### src/rtl/datapath_controller.sv
// Moore sequencer for the 16-bit datapath: owns PC/IR, fetches from a sync ROM, decodes IR[15:12].
// Control outputs are a pure decode of the registered state and IR; no handshake, the datapath never stalls.
module datapath_controller #(
  parameter int         PC_WIDTH = 7,
  parameter logic [2:0] ALU_ADD  = 3'd1,
  parameter logic [2:0] ALU_SUB  = 3'd2
) (
  input  logic                clk,
  input  logic                rst_n,
  input  logic [15:0]         I_data,
  output logic [PC_WIDTH-1:0] I_addr,
  output logic                I_rd,
  output logic [7:0]          D_addr,
  output logic                D_wr,
  output logic                RF_sel,
  output logic                RF_W_en,
  output logic [3:0]          WriteAddr,
  output logic [3:0]          rdAddrA,
  output logic [3:0]          rdAddrB,
  output logic [2:0]          ALU_s0,
  output logic                halted,
  output logic [3:0]          state_out
);

  typedef enum logic [3:0] {
    S_INIT   = 4'd0,
    S_FETCH  = 4'd1,
    S_DECODE = 4'd2,
    S_LOAD_A = 4'd3,
    S_LOAD_B = 4'd4,
    S_STORE  = 4'd5,
    S_ADD    = 4'd6,
    S_SUB    = 4'd7,
    S_NOOP   = 4'd8,
    S_HALT   = 4'd9
  } state_t;

  state_t              state;
  logic [PC_WIDTH-1:0] pc;
  logic [15:0]         ir;

  // Dispatch uses the ROM word arriving this cycle; IR only holds it from EXEC onwards.
  function automatic state_t dispatch(input logic [3:0] opcode);
    case (opcode)
      4'b0001: dispatch = S_STORE;
      4'b0010: dispatch = S_LOAD_A;
      4'b0011: dispatch = S_ADD;
      4'b0100: dispatch = S_SUB;
      4'b0101: dispatch = S_HALT;
      default: dispatch = S_NOOP;
    endcase
  endfunction

  always_ff @(posedge clk) begin
    if (!rst_n) begin
      state <= S_INIT;
      pc    <= '0;
      ir    <= '0;
    end else begin
      case (state)
        S_INIT:   state <= S_FETCH;
        S_FETCH:  state <= S_DECODE;
        S_DECODE: begin
          ir    <= I_data;
          pc    <= pc + 1'b1;
          state <= dispatch(I_data[15:12]);
        end
        S_LOAD_A: state <= S_LOAD_B;
        S_HALT:   state <= S_HALT;
        default:  state <= S_FETCH;
      endcase
    end
  end

  always_comb begin
    I_rd      = 1'b0;
    D_addr    = '0;
    D_wr      = 1'b0;
    RF_sel    = 1'b0;
    RF_W_en   = 1'b0;
    WriteAddr = '0;
    rdAddrA   = '0;
    rdAddrB   = '0;
    ALU_s0    = '0;
    halted    = 1'b0;
    case (state)
      S_FETCH: I_rd = 1'b1;
      // LOAD_A only presents the address; the RAM word is ready for the write in LOAD_B.
      S_LOAD_A, S_LOAD_B: begin
        D_addr    = ir[11:4];
        RF_sel    = 1'b1;
        WriteAddr = ir[3:0];
        RF_W_en   = (state == S_LOAD_B);
      end
      S_STORE: begin
        D_addr  = ir[7:0];
        rdAddrA = ir[11:8];
        D_wr    = 1'b1;
      end
      S_ADD, S_SUB: begin
        rdAddrA   = ir[11:8];
        rdAddrB   = ir[7:4];
        WriteAddr = ir[3:0];
        ALU_s0    = (state == S_ADD) ? ALU_ADD : ALU_SUB;
        RF_W_en   = 1'b1;
      end
      S_HALT: halted = 1'b1;
      default: ;
    endcase
  end

  assign I_addr    = pc;
  assign state_out = state;

endmodule
### config.mk
export PLATFORM = sky130hd
export DESIGN_NAME = datapath_controller
export DESIGN_NICKNAME = d
export VERILOG_FILES = /design/src/rtl/datapath_controller.sv
export SDC_FILE = /design/constraint.sdc
export NUM_CORES = 1
export LEC_CHECK = 0
export BUFFER_PORTS_ARGS = -buffer_cell sky130_fd_sc_hd__buf_2
export CAP_MARGIN = 20
export CORE_MARGIN = 2
export CORE_UTILIZATION = 41
export CTS_CLUSTER_SIZE = 14
export DETAILED_ROUTE_END_ITERATION = 7
export GPL_ROUTABILITY_DRIVEN = 0
export GPL_TIMING_DRIVEN = 0
export PLACE_DENSITY = 0.75
export SLEW_MARGIN = 20
export SYNTH_ARGS = -nofsm -noshare
export SYNTH_HDL_FRONTEND = slang
export SYNTH_SLANG_ARGS = --single-unit
### constraint.sdc
create_clock -name clk -period 1.65 [get_ports clk]
set_input_delay 0.33 -clock clk [delete_from_list [all_inputs] [get_ports clk]]
set_output_delay 0.33 -clock clk [all_outputs]
set_load 0.005 [all_outputs]
==> results.cfg <==
[logic_synthesis]
avgSynthCellArea_sq_um = 7.778
synthTopCellsByArea = dfxtp_1 38%, nand2_1 9.5%, a21oi_1 9.0%
ys_types = 35
seq_area_frac_synth = 0.3770
synth_area_sq_mm = 0.001221
ys_seq_elements = 23
synth_largest_area_cell = dfxtp_1
ys_async_sr_fraction = 0
synth_cells = 157
synth.most_common_cell = nand2_1
synth_common_cells = 31 x nand2_1, 23 x dfxtp_1, 22 x a21oi_1
yosys_warnings = 0
synth-edff-count = 0
syn-num-nets = 176
synthFlopType = dfxtp_1
yosysTopAreaCellShare = 0.3770

[clocking]
cts_tree = done
cts.clk_slew.worst_paths_ps = 130
cts_root_buf = clkbuf_4
clk_latency_ps = 310
clock_sinks = 23
cts_max_level = 1
ctsLongestPathBuffers = 2
hold_buffers = 0
cts_made_buffers = 3

[outcome]
outcome = complete, but fails checks
violations = negative setup slack

[floorplanning]
rows = 19
die_x_um = 58.58
die_h_um = 58.58
coreArea_sq_mm = 0.002781
num_io_pins = 57
die-area_sq_mm = 0.003431
initial_core_util = 0.4390

[timing]
drv_slew = 0
fin_crit_sh = 1.260
tightest_slew_ps = 559.5
skew_ps = 0.6647
holdWs_ps = 234.3
hold_viol_final = 0
fmax_mhz = 481.1
relSlewSlack = 0.6260
setup_ws_ps = -428.5
rsz0062_at_grt = yes
setup_viol = 32
finalCriticalPeriod_ps = 2078

[critical_path]
cp_slowest_cell = dfxtp_2
cp_data_required_time_ps = 1320
crit_path_max_incr_delay_ps = 360
critPathMostFrequentCell = buf_6
rrSetupSlack_ps = -100
ff2ff_path_depth = 5
path_max_fanout = 5
worstPathArrival_ps = 1750
cp-start-kind = register
crit_path_end_kind = primary output
timing.rr.end = I_addr[2]
critPathKind = reg2out
r2r-start = state_out[3]
crit_chain = buf_6, buf_6, nand3b_1, a21oi_4, a22o_1, buf_2

[power_and_ir_drop]
worst_ir_drop_vdd_uv = 537.2
power_density_mw_per_mm2 = 605.9
p_leak_nw = 0.8972
finalPower_mw = 1.189

[detailed_routing]
routed_via_density = 5.483
wire_per_inst_um = 14.87
ant_nets = 0
wl_met2_um = 1887
num_vias = 1464
drt_iter0_drc = 54
first_pass_iters = 4
wirelength_um = 3969
routed-wl-met3_um = 200
top_layer = met4
drt-met1-wl_um = 1774
route.detailed.drc = 0

[placed_design]
place_ws_ps = -306.3
post-dp-hpwl_um = 2359
portBuffers = 55

[hold_path]
min_path_type = in2reg
holdPathStages = 3
hp-start = rst_n
hold_end = state_out[1]

[layout]
antenna_cells = 0
drive_gt1_frac = 0.5000
fin_nets = 256
syn_to_final_growth_pct = 60.76

[global_routing]
grt_pass1_vias = 1302
grt_usage = 0.2241
overflow = 0
grt_antenna_before_repair = 0
grt_pass1_wl_um = 5913
grt_max_degree = 13

[run]
max_cap_violations = 0
power breakdown:
| group | switching [mW] | internal, mW |
|---|---|---|
| registers | 0.0275 | 0.579 |
| clock network | 0.178 | 0.0946 |
| logic | 0.157 | 0.154 |
cells in the final DEF (no fill, tap or decap), types with 2 or more instances in the layout:
cell type	synthesis	layout
or3_1	3	3
inv_1	3	3
o311a_1	2	2
nand3_1	2	2
buf_6	1	13
dfxtp_4	0	3
nor2_1	8	4
or4_4	0	2
o21ai_0	4	3
nand2_1	31	30
a21oi_1	22	17
a22o_1	8	8
and2_4	0	2
buf_2	3	54
clkbuf_4	0	3
dfxtp_1	23	19
clkbuf_1	5	3
a21oi_2	1	4
nand2b_4	0	2
o31ai_4	0	2
and3_1	4	4
nand2b_1	6	4
buf_4	1	13
nor2_4	0	4
and2_1	8	6
a21oi_4	0	3
worst max-delay path by stage:
stage	end	cells past startpoint	slack, ps	startpoint
after global placement	ir[7]	5	-290	state_out[1]
final	D_addr[5]	6	-430	state_out[1]
after global routing	D_addr[5]	6	-490	state_out[1]
after detailed placement	ir[11]	5	-310	state_out[1]
after floorplan	I_addr[6]	4	9	state_out[3]
after CTS	D_addr[5]	5	-390	state_out[1]
repair_timing:
item / in CTS / in global routing
buffers inserted: 12 / 7
pin swaps: 17 / 18
cloned: 2 / 0
resized for setup: 31 / 39
endpoints found under the setup margin: 44 / 46
per-layer routing:
layer  global-route usage  up-vias
li1                     -      714
met1               0.2977      682
met2               0.3515       55
met3              0.04396       13
met4               0.1039        0
met5                    0        -
through the flow:
stage	setup TNS [ps]	area, sq um	util	std cells
after floorplan	0	1231	-	157
after global placement	-5029	1545	0.5556	243
after detailed placement	-5334	1545	0.5556	243
after CTS	-8433	1775	0.6383	261
after global routing	-9139	1963	0.7058	267
final	-5978	1963	0.7058	267
final cells by class:
class	count	area (sq um)
Multi-Input combinational cell	123	877.1
Fill cell	232	818.3
Sequential cell	23	473.0
Timing Repair Buffer	74	456.7
Buffer	9	80.08
Tap cell	31	38.79
Clock buffer	4	26.28
Inverter	3	11.26
worst max-delay path, delay by kind of cell, from the launching register on:
family | cells | cell delay (ps)
buffers and inverters | 3 | 330
flip-flops | 1 | 360
AND/OR/NAND/NOR | 1 | 240
AO/OA/AOI/OAI | 2 | 490
sequential cells by signal (all words and copies together), names as in the netlist:
name,count
ir,12
I_addr,7
state_out,4
cell families after synthesis:
| kind of cell | synth area share |
|---|---|
| AO/OA/AOI/OAI | 0.2295 |
| XOR/XNOR | 0.007173 |
| adder cells (fa/ha/maj) | 0.01024 |
| buffers and inverters | 0.05225 |
| flip-flops | 0.3770 |
| multiplexers | 0.009221 |
| other | 0.003071 |
| AND/OR/NAND/NOR | 0.3115 |
(Power assumes the default switching activity.)
